`src/rtl/onc16_pl.sv`:
```
// onc16_pl: 16-bit four-stage (IF, ID, EX, MEM/WB) pipelined core.
// MEM/WB results are forwarded into EX, so there are no stalls. Taken branches squash two slots.
module onc16_pl #(
    parameter int DATA_W = 16,
    parameter int INST_W = 16,
    parameter int NREG   = 8
) (
    input  logic              clock,
    input  logic              rst,
    input  logic              en,
    input  logic [INST_W-1:0] imem_din,
    input  logic [DATA_W-1:0] dmem_din,
    output logic [DATA_W-1:0] imem_addr,
    output logic [DATA_W-1:0] dmem_addr,
    output logic [DATA_W-1:0] dmem_dout,
    output logic              dmem_we
);

    localparam logic [3:0] OP_ADD  = 4'h1;
    localparam logic [3:0] OP_SUB  = 4'h2;
    localparam logic [3:0] OP_AND  = 4'h3;
    localparam logic [3:0] OP_OR   = 4'h4;
    localparam logic [3:0] OP_XOR  = 4'h5;
    localparam logic [3:0] OP_SHL  = 4'h6;
    localparam logic [3:0] OP_SHR  = 4'h7;
    localparam logic [3:0] OP_LDI  = 4'h8;
    localparam logic [3:0] OP_LDH  = 4'h9;
    localparam logic [3:0] OP_LD   = 4'hA;
    localparam logic [3:0] OP_ST   = 4'hB;
    localparam logic [3:0] OP_BZ   = 4'hC;
    localparam logic [3:0] OP_BNZ  = 4'hD;
    localparam logic [3:0] OP_JMP  = 4'hE;
    localparam logic [3:0] OP_HALT = 4'hF;

    typedef enum logic {RUN, HALTED} run_state_t;

    run_state_t        run_state;
    logic [DATA_W-1:0] pc;
    logic [INST_W-1:0] id_inst;
    logic [INST_W-1:0] ex_inst;
    logic [DATA_W-1:0] id_pc;
    logic [DATA_W-1:0] ex_pc;
    logic [DATA_W-1:0] rf [NREG];

    logic              wb_en;
    logic              wb_load;
    logic              mem_we;
    logic [2:0]        wb_rd;
    logic [DATA_W-1:0] wb_val;
    logic [DATA_W-1:0] wb_data;

    logic [3:0]        ex_op;
    logic [2:0]        ex_rd;
    logic [2:0]        ex_rs;
    logic [2:0]        ex_rt;
    logic [DATA_W-1:0] opa;
    logic [DATA_W-1:0] opb;
    logic [DATA_W-1:0] opc;
    logic [DATA_W-1:0] sext8;
    logic [DATA_W-1:0] sext12;
    logic [DATA_W-1:0] alu_out;
    logic [DATA_W-1:0] br_target;
    logic              ex_writes;
    logic              br_taken;
    logic              id_halt;

    assign imem_addr = pc;
    assign dmem_we   = mem_we & en;

    assign id_halt = (id_inst[15:12] == OP_HALT);

    assign ex_op  = ex_inst[15:12];
    assign ex_rd  = ex_inst[11:9];
    assign ex_rs  = ex_inst[8:6];
    assign ex_rt  = ex_inst[5:3];
    assign sext8  = {{(DATA_W-8){ex_inst[7]}}, ex_inst[7:0]};
    assign sext12 = {{(DATA_W-12){ex_inst[11]}}, ex_inst[11:0]};

    // A load's data only exists on dmem_din during its MEM/WB cycle, so it is forwarded from there
    assign wb_data = wb_load ? dmem_din : wb_val;

    assign opa = (ex_rs == 3'd0) ? '0 : (wb_en && wb_rd == ex_rs) ? wb_data : rf[ex_rs];
    assign opb = (ex_rt == 3'd0) ? '0 : (wb_en && wb_rd == ex_rt) ? wb_data : rf[ex_rt];
    assign opc = (ex_rd == 3'd0) ? '0 : (wb_en && wb_rd == ex_rd) ? wb_data : rf[ex_rd];

    always_comb begin
        alu_out   = '0;
        ex_writes = 1'b0;
        br_taken  = 1'b0;
        br_target = ex_pc + sext8;
        case (ex_op)
            OP_ADD: begin alu_out = opa + opb;          ex_writes = 1'b1; end
            OP_SUB: begin alu_out = opa - opb;          ex_writes = 1'b1; end
            OP_AND: begin alu_out = opa & opb;          ex_writes = 1'b1; end
            OP_OR:  begin alu_out = opa | opb;          ex_writes = 1'b1; end
            OP_XOR: begin alu_out = opa ^ opb;          ex_writes = 1'b1; end
            OP_SHL: begin alu_out = opa << opb[3:0];    ex_writes = 1'b1; end
            OP_SHR: begin alu_out = opa >> opb[3:0];    ex_writes = 1'b1; end
            OP_LDI: begin alu_out = sext8;              ex_writes = 1'b1; end
            OP_LDH: begin alu_out = {ex_inst[7:0], opc[7:0]}; ex_writes = 1'b1; end
            OP_LD:  ex_writes = 1'b1;
            OP_BZ:  br_taken = (opc == '0);
            OP_BNZ: br_taken = (opc != '0);
            OP_JMP: begin
                br_taken  = 1'b1;
                br_target = ex_pc + sext12;
            end
            default: ;
        endcase
    end

    // A taken branch in EX outranks a HALT sitting in ID, which gets squashed with the other young slot
    always_ff @(posedge clock) begin
        if (rst) begin
            pc        <= '0;
            run_state <= RUN;
            id_inst   <= '0;
            id_pc     <= '0;
            ex_inst   <= '0;
            ex_pc     <= '0;
            wb_en     <= 1'b0;
            wb_load   <= 1'b0;
            wb_rd     <= '0;
            wb_val    <= '0;
            mem_we    <= 1'b0;
            dmem_addr <= '0;
            dmem_dout <= '0;
            for (int i = 0; i < NREG; i++) rf[i] <= '0;
        end else if (en) begin
            if (wb_en) rf[wb_rd] <= wb_data;
            wb_en   <= ex_writes && (ex_rd != 3'd0);
            wb_rd   <= ex_rd;
            wb_val  <= alu_out;
            wb_load <= (ex_op == OP_LD);
            mem_we  <= (ex_op == OP_ST);
            if (ex_op == OP_LD || ex_op == OP_ST) dmem_addr <= opa;
            if (ex_op == OP_ST) dmem_dout <= opb;

            if (br_taken) begin
                pc      <= br_target;
                id_inst <= '0;
                ex_inst <= '0;
            end else begin
                ex_inst <= id_inst;
                ex_pc   <= id_pc;
                if (run_state == HALTED || id_halt) begin
                    run_state <= HALTED;
                    id_inst   <= '0;
                end else begin
                    pc      <= pc + DATA_W'(1);
                    id_inst <= imem_din;
                    id_pc   <= pc;
                end
            end
        end
    end

endmodule

```
`config.mk`:
```
export PLATFORM = sky130hd
export DESIGN_NAME = onc16_pl
export DESIGN_NICKNAME = d
export VERILOG_FILES = /design/src/rtl/onc16_pl.sv
export SDC_FILE = /design/constraint.sdc
export NUM_CORES = 1
export LEC_CHECK = 0
export ABC_CLOCK_PERIOD_IN_PS = 12200
export CORE_ASPECT_RATIO = 1.25
export CORE_MARGIN = 3
export CORE_UTILIZATION = 65
export CTS_BUF_LIST = sky130_fd_sc_hd__clkbuf_16
export CTS_CLUSTER_SIZE = 40
export DETAILED_ROUTE_END_ITERATION = 10
export PLACE_DENSITY = 0.85
export RECOVER_POWER = 50
export SYNTH_ARGS = -nofsm -noshare
export SYNTH_HDL_FRONTEND = slang
export SYNTH_SLANG_ARGS = --single-unit
```
`constraint.sdc`:
```
create_clock -name clock -period 12.2 [get_ports clock]
set_clock_uncertainty 0.15 [all_clocks]
set_input_delay 3.05 -clock clock [delete_from_list [all_inputs] [get_ports clock]]
set_output_delay 3.05 -clock clock [all_outputs]
set_load 0.005 [all_outputs]
```
==> impl_metrics.toml, run 1 <==
[outcome]
result_of_the_run = "finished with violations"
violations = "max-capacitance violations, max-slew violations"

[placement]
place.port_buffers = 83
preCtsSetupSlack_ps = 4272
place_hpwl_mm = 40.93
routabilityCongestion = 1.028
placed_cells = 2170
placed_area_um2 = 18340

[route]
drt-wirelength-per-cell_um = 25.83
detail_route.first_pass.iterations = 6
first_iter_violations = 2090
drcViolationCount = 0
total_number_of_vias = 15720
vias_per_cell = 7.081
finalWirelength_mm = 57.33
antenna_violating_nets_post_route = 0

[yosys]
post_synth.cell_area_avg_um2 = 9.462
async_reset_ff_frac = 0
ys.flop_type = "dfxtp_1"
post_synth_num_cell_types = 85
yosysWarningCount = 0
synth_fp_nets = 1954
syn_inst = 1854
synth_sequential_area_ratio = 0.3834
synthesis.area_um2 = 17540
synth_seq_cells = 272
synth-edff-count = 128

[clock_network]
clkSinkCount = 272
hold_buffers = 0
clk_latency_ps = 570
tritoncts = "built"
post-cts-setup-buffer-count = 0
clkTransAtPathRegs_ps = 60
clock-root-buffer = "clkbuf_16"
htreeDepth = 1
numCtsBuffers = 27
post_cts_repair_resize_count = 0
clock_tree.buffer_depth = 3

[sta]
setup_viol = 0
unrepaired_setup_endpoints_after_global_routing = "no"
final.setup.worst_slack_ps = 3248
worst_pin_slew_ps = 2505
totalNegativeSetupSlack_ps = 0
achievable-frequency_mhz = 111.7
timing.max_slew.rel_slack = -0.6702
final-hold-violation-count = 0
finalWorstPathRequiredPeriod_ps = 8952
layout_worst_path_cycle_share = 0.7338
timing.final.max_slew_violations = 87
hold_ws_ps = 299.5

[setup_path]
worst-path-max-fanout = 51
worst_r2r_startpoint = "wb_load"
critPathLaunchType = "input port"
rr_endpoint = "imem_addr[13]"
reg2reg_depth = 11
critPathArrivalTime_ps = 5750
timing.critical_path.cells = "buf_2, clkbuf_1, and2_1, clkdlybuf4s50_1"
worst-setup-path-type = "in2out"
setup.reg_to_reg.worst_slack_ps = 6080
end_kind = "output pin"
worst_path_largest_cell_delay_ps = 1760
critPathRequiredTime_ps = 9000
slowest_stage = "clkbuf_1"

[finish]
fin_area_um2 = 19200
post-route-util = 0.7312
cell_count_final_fillers_out = 2220
final_layout_size_suffix_gt1_frac = 0.1122
antenna-diode-count = 0
area_added_between_synthesis_and_finish_pct = 9.450
finalNetCount = 1959

[floorplan]
row_count = 66
dieWidth_um = 152.9
chipHeight_um = 189.7
floorplan.initialDensity = 0.6680
fp.coreArea_um2 = 26260
die-area_um2 = 29010
floorplan.io_pins = 84

[global_routing]
largest_net_degree_at_the_start_of_global_routing = 75
antenna_found_initial = 0
wire_length_of_the_first_global_routing_pass_mm = 88.99
gr-total-overflow = 0
first_global_vias = 15326
globalRouteTotalUtil = 0.3872

[hold_path]
whs_endpoint = "wb_val[3]"
origin_of_the_worst_min_delay_path = "wb_val[3]"
hold_path_class = "reg2reg"
holdPathStages = 2

[power]
pwr_density_cell_nw_per_um2 = 112.3
power_mw = 2.156
power.leakage_nw = 7.021
peakVddDrop_v = 0.0001117

[job]
maxCapViolations = 2
==> logic make-up after synthesis <==
kind of cell | count (synthesis) | share of synthesized area
compound gates | 412 | 0.1525
xor+xnor | 48 | 0.02396
fa+ha+maj | 65 | 0.04722
buf+inv | 183 | 0.04864
flops | 272 | 0.3834
mux | 201 | 0.1746
simple gates | 673 | 0.1697
==> cells in the mapped netlist (all sizes together) (16+ instances only) <==
| master | number | area (µm²) |
|---|---|---|
| mux2 | 32 | 367.9 |
| inv | 47 | 176.4 |
| nand3 | 51 | 267.8 |
| buf | 61 | 395.4 |
| a211oi | 16 | 125.1 |
| clkbuf | 73 | 274.0 |
| mux4 | 78 | 1772 |
| edfxtp | 128 | 3844 |
| dfxtp | 144 | 2883 |
| o21ai | 84 | 461.7 |
| nand2b | 20 | 125.1 |
| a22o | 19 | 166.4 |
| ha | 63 | 788.3 |
| xnor2 | 39 | 341.6 |
| nor4 | 22 | 137.6 |
| nand2 | 242 | 908.4 |
| nor3 | 37 | 206.5 |
| mux2i | 91 | 923.4 |
| a221oi | 21 | 190.2 |
| a21oi | 163 | 827.1 |
| nor2 | 236 | 903.4 |
==> layer usage <==
metal / track usage / up-vias / part of all wire
met3: 0.08987 / 281 / 0.12
met5: 0 / - / 0
li1: - / 6811 / -
met2: 0.6346 / 1180 / 0.47
met4: 0.1851 / 0 / 0.060
met1: 0.4889 / 7448 / 0.35
==> placed cells by master, fill, tap and decap left out, types with 9 or more instances in the layout <==
cell,netlist,routed
nand2_1,242,242
nor2_1,233,232
a21oi_1,160,161
dfxtp_1,144,141
edfxtp_1,128,128
mux2i_1,90,90
mux4_2,74,74
o21ai_0,63,63
ha_1,63,63
nand3_1,50,50
dlygate4sd3_1,0,49
inv_1,44,46
xnor2_1,39,39
nor3_1,34,33
clkdlybuf4s50_1,0,32
mux2_2,30,30
clkbuf_16,0,28
buf_4,9,26
nor4_1,22,22
nand2b_1,20,20
a221oi_1,20,20
a22o_1,19,19
a211oi_1,15,15
and2_1,13,13
nor2b_1,13,13
o211ai_1,13,13
o21ai_1,12,12
a22oi_1,11,11
o21a_1,9,9
o221ai_1,9,9
xor2_1,9,9
==> worst max-delay path, delay by kind of cell <==
family	cells	cell delay, ps
buf+inv	3	2360
simple gates	1	340
==> area by class of cell <==
type | instances | area, µm²
Clock buffer | 28 | 700.7
Clock inverter | 22 | 175.2
Timing Repair Buffer | 110 | 1018
Sequential cell | 272 | 6730
Fill cell | 1828 | 7059
Tap cell | 340 | 425.4
Multi-Input combinational cell | 1399 | 9967
Inverter | 49 | 183.9
==> flip-flops by register name, indices dropped and copies added, names as in the netlist, named ones only <==
signal and cells:
ex_inst 16, rf 128, wb_rd 3, wb_val 16, id_inst 16, dmem_addr 16
id_pc 16, dmem_dout 16, mem_we 1, ex_pc 16, run_state 1, wb_en 1
imem_addr 16, wb_load 1
==> power breakdown <==
part           internal [mW]  leakage, nW  switching [mW]
registers              0.976         2.49          0.0266
logic                  0.129         4.10           0.184
clock network          0.461        0.434           0.378
==> worst max path at each step <==
stage          slack [ps]   startpoint         end  cells past startpoint
2_1_floorplan        5080           en     dmem_we                      4
4_1_cts              4660           en     dmem_we                      4
3_5_place_dp         4270  dmem_din[3]  wb_val[15]                     17
5_1_grt              3180           en     dmem_we                      4
3_3_place_gp         4390  dmem_din[3]  wb_val[15]                     17
6_report             3250           en     dmem_we                      4
Power figures use the tool's default switching activity.
==> inputs of run 2 (changes only) <==
Settings changed: ABC_CLOCK_PERIOD_IN_PS 12200 to 8150, CORE_UTILIZATION 65 to 56, PLACE_DENSITY 0.85 to 0.78.
Clock period 12.2 ns to 8.15 ns, I/O delays scaled along.
==> run 2 against run 1 <==
  * The flow still finishes with violations (max-capacitance violations, max-slew violations)
  * Sequential share of layout area down 0.25 points
  * Clock-buffer cell count up 1
  * Die area up 15%
  * Register-to-register slack worse by 3400 ps
  * Critical path depth unchanged
  * Worst setup slack worse by 2000 ps
  * Non-clock buffer count up 4
  * Final area up 0.72%
  * Sequential power up 50%
  * Utilization down 9.7 points
  * Clock power up 55%
  * Total power up 52%
  * Critical endpoint unchanged
  * Highest routed layer unchanged
==> impl_metrics.toml, run 2 (synthesized netlist as in run 1, its figures left out) <==
[route]
finalWirelength_mm = 57.81
first_iter_violations = 2111
detail_route.first_pass.iterations = 6
vias_per_cell = 6.703
drt-wirelength-per-cell_um = 25.30
total_number_of_vias = 15316
drcViolationCount = 0
antenna_violating_nets_post_route = 0

[clock_network]
clock_tree.buffer_depth = 3
clk_latency_ps = 590
post_cts_repair_resize_count = 0
htreeDepth = 1
clkSinkCount = 272
clock-root-buffer = "clkbuf_16"
numCtsBuffers = 27
tritoncts = "built"
clkTransAtPathRegs_ps = 70
post-cts-setup-buffer-count = 0
hold_buffers = 0

[finish]
antenna-diode-count = 0
area_added_between_synthesis_and_finish_pct = 10.23
finalNetCount = 1963
final_layout_size_suffix_gt1_frac = 0.1141
largest_register_ffs = 128
leading_cell_type_in_the_layout_fill_and_taps_excluded = "nand2_1"
layout.cells.most_common_list = "nand2_1, nor2_1, a21oi_1"
max_flop_register = "rf"

[global_routing]
gr-usage-met2 = 0.5492
grt_use_met3 = 0.07582
grt_util_met1 = 0.4426
largest_net_degree_at_the_start_of_global_routing = 66
first_global_vias = 15176
globalRouteTotalUtil = 0.3450
global_route.peak_usage_layer = "met2"
antenna_found_initial = 0
wire_length_of_the_first_global_routing_pass_mm = 88.90
gr-total-overflow = 0

[sta]
totalNegativeSetupSlack_ps = 0
timing.final.max_slew_violations = 170
worst_pin_slew_ps = 2909
final-hold-violation-count = 0
timing.max_slew.rel_slack = -0.9392
achievable-frequency_mhz = 145.2
unrepaired_setup_endpoints_after_global_routing = "no"
finalWorstPathRequiredPeriod_ps = 6887
layout_worst_path_cycle_share = 0.8450
final.setup.worst_slack_ps = 1263
setup_viol = 0

[placement]
preCtsSetupSlack_ps = 1492
place.port_buffers = 83
place_hpwl_mm = 40.40
routabilityCongestion = 1.039

[setup_path]
critPathRequiredTime_ps = 5960
worst-setup-path-type = "in2out"
critPathLaunchType = "input port"
end_kind = "output pin"
critPathArrivalTime_ps = 4700
critPathLaunch = "en"
worst-path-max-fanout = 50

[floorplan]
chipHeight_um = 203.9
floorplan.initialDensity = 0.5757
row_count = 71
die-area_um2 = 33500
floorplan.io_pins = 84
dieWidth_um = 164.3
fp.coreArea_um2 = 30470

[outcome]
result_of_the_run = "finished with violations"
violations = "max-capacitance violations, max-slew violations"

[job]
maxCapViolations = 3

[power]
power.leakage_nw = 7.046
peakVddDrop_v = 0.0001473
pwr_density_cell_nw_per_um2 = 169.2

[hold_path]
origin_of_the_worst_min_delay_path = "wb_val[3]"
hold_path_class = "reg2reg"
run 2: stage by stage:
step	instance area, µm²	power [mW]	std cells	util	hold slack, ps
after global placement	18450	1.983	2235	0.6053	279.5
after CTS	19350	3.262	2285	0.6351	289.9
after global routing	19340	3.356	2285	0.6347	306.2
final	19340	3.272	2285	0.6347	285.9
after detailed placement	18450	1.989	2235	0.6053	281.3
after floorplan	17540	1.849	1854	-	264.9
run 2: per-layer routing:
layer / vias up / wire length, µm
met5: - / 0
met4: 0 / 3326
met3: 225 / 6247
met2: 995 / 26630
met1: 7282 / 21600
li1: 6814 / -
run 2: critical path, cell delays in order:
cell and delay, ps:
clkbuf_1 100, clkbuf_1 1700, and2_1 340, clkdlybuf4s50_1 530
run 2: final timing paths:
kind / to / slack, ps / cells past startpoint
setup / recovery: dmem_we / 1260 / 4
hold / removal: wb_val[3] / 290 / 2
setup reg to reg: wb_val[15] / 2660 / 18
hold reg to reg: wb_val[3] / 290 / 2
run 2: power by group:
group          leakage, nW  internal, mW  switching [mW]
sequential            2.49          1.46          0.0424
clock                0.450         0.714           0.581
combinational         4.11         0.194           0.279
total                 7.05          2.37           0.903
run 2: final cells by class:
cell class              count  area, µm²
clock buffers              29      725.7
clock inverters            21      180.2
fillers                  2504      11130
inverters                  49      183.9
multi-input cells        1399       9973
flip-flops and latches    272       6730
well taps                 401      501.7
repair buffers            114       1044
==> inputs of run 3 (changes only) <==
Settings changed: ABC_CLOCK_PERIOD_IN_PS 8150 to 6000.
Clock period 8.15 ns to 6 ns, I/O delays scaled along.
==> run 3 against run 2 <==
  * The flow still finishes with violations (max-capacitance violations, max-slew violations)
  * Total power rose by 35%
  * Worst setup slack worse by 560 ps
  * First-iteration DRC count fell by 4.9%
  * Register-to-register slack got worse by 2000 ps
  * Via count up 2.4%
  * Clock-buffer cell count fell by 2
  * Die area unchanged
  * Critical path depth is 9 higher
  * Sequential power rose by 37%
  * Highest routed layer unchanged
  * Cell count increased by 1.5%
  * Global-route usage shrank 0.37 points
==> impl_metrics.toml, run 3 (synthesized netlist as in run 1, its figures left out) <==
[power]
pwr_density_cell_nw_per_um2 = 226.3
power_mw = 4.426
power.leakage_nw = 7.226
peakVddDrop_v = 0.0002423

[placement]
routabilityCongestion = 1.033
preCtsSetupSlack_ps = 493.7
place_hpwl_mm = 41.21
place.port_buffers = 83
placed_area_um2 = 18710
placed_cells = 2270

[sta]
final-hold-violation-count = 0
achievable-frequency_mhz = 188.9
final.setup.worst_slack_ps = 707.4
layout_worst_path_cycle_share = 0.8821
timing.final.max_slew_violations = 80
totalNegativeSetupSlack_ps = 0
setup_viol = 0
finalWorstPathRequiredPeriod_ps = 5293
hold_ws_ps = 298.1
worst_pin_slew_ps = 3173
unrepaired_setup_endpoints_after_global_routing = "no"
timing.max_slew.rel_slack = -1.115

[clock_network]
post_cts_repair_resize_count = 0
clkTransAtPathRegs_ps = 70
hold_buffers = 0
tritoncts = "built"
clock-root-buffer = "clkbuf_16"
clk_latency_ps = 560
numCtsBuffers = 27
htreeDepth = 1
clock_tree.buffer_depth = 3
post-cts-setup-buffer-count = 0
clkSinkCount = 272

[hold_path]
origin_of_the_worst_min_delay_path = "wb_val[3]"
hold_path_class = "reg2reg"
holdPathStages = 2
whs_endpoint = "wb_val[3]"

[finish]
leading_cell_type_in_the_layout_fill_and_taps_excluded = "nand2_1"
largest_register_ffs = 128
finalNetCount = 1998
fin_area_um2 = 19560
antenna-diode-count = 0
cell_count_final_fillers_out = 2320
post-route-util = 0.6419
multiInputGateArea_um2 = 9962
layout.cells.most_common_list = "nand2_1, nor2_1, a21oi_1"
final_layout_size_suffix_gt1_frac = 0.1271
filler_cell_count = 2471
max_flop_register = "rf"
final-seq-area_um2 = 6729
area_added_between_synthesis_and_finish_pct = 11.50

[global_routing]
first_global_vias = 15343
gr-total-overflow = 0
largest_net_degree_at_the_start_of_global_routing = 71
wire_length_of_the_first_global_routing_pass_mm = 88.80
globalRouteTotalUtil = 0.3413
antenna_found_initial = 0

[route]
first_iter_violations = 2007
finalWirelength_mm = 57.38
drt-wirelength-per-cell_um = 24.73
detail_route.first_pass.iterations = 7
antenna_violating_nets_post_route = 0
total_number_of_vias = 15687
drcViolationCount = 0
vias_per_cell = 6.762

[outcome]
violations = "max-capacitance violations, max-slew violations"
result_of_the_run = "finished with violations"

[floorplan]
chipHeight_um = 203.9
fp.coreArea_um2 = 30470
die-area_um2 = 33500
dieWidth_um = 164.3
floorplan.initialDensity = 0.5757
row_count = 71
floorplan.io_pins = 84

[setup_path]
critPathLaunchType = "register"
worst-setup-path-type = "reg2reg"
setup.reg_to_reg.worst_slack_ps = 710
reg2reg_depth = 13
end_kind = "register"
worst-path-max-fanout = 23
critPathRequiredTime_ps = 6300
rr_endpoint = "wb_val[12]"
critPathArrivalTime_ps = 5590

[job]
maxCapViolations = 2
## run 3: where the power goes
part	switching, mW	internal [mW]
combinational	0.366	0.270
sequential	0.0625	1.98
clock	0.752	0.990
total	1.18	3.25
## run 3: worst max-delay path, cell delays in order (launching register included)
cell and delay, ps:
dfxtp_1 740, buf_4 540, mux4_2 580, mux2_2 310, o21ai_0 870, inv_1 400, ha_1 450, o21a_1 200
o31a_1 120, o211ai_1 210, nand2_1 90, xor2_1 130, a21oi_1 80, a221oi_1 280
## run 3: layout make-up
cell class,count,area share
Timing Repair Buffer,149,0.06653
Inverter,49,0.009403
Multi-Input combinational cell,1399,0.5093
Clock buffer,27,0.03454
Tap cell,401,0.02565
Clock inverter,23,0.01055
Sequential cell,272,0.3440
## run 3: worst max path at each step
stage / start / to / cells after the start / slack [ps]
2_1_floorplan: dmem_din[0] / wb_val[15] / 19 / 1110
3_3_place_gp: dmem_din[0] / wb_val[12] / 17 / 610
3_5_place_dp: dmem_din[0] / wb_val[12] / 16 / 490
4_1_cts: register / wb_val[15] / 20 / 980
5_1_grt: register / wb_val[12] / 13 / 370
6_report: register / wb_val[12] / 13 / 710
## run 3: metal layers
layer  global-route usage  up-vias  share of wire
li1                     -     6879              -
met1               0.4409     7428           0.37
met2               0.5428     1139           0.46
met3              0.06609      241           0.11
met4               0.1813        0          0.062
met5                    0        -              0
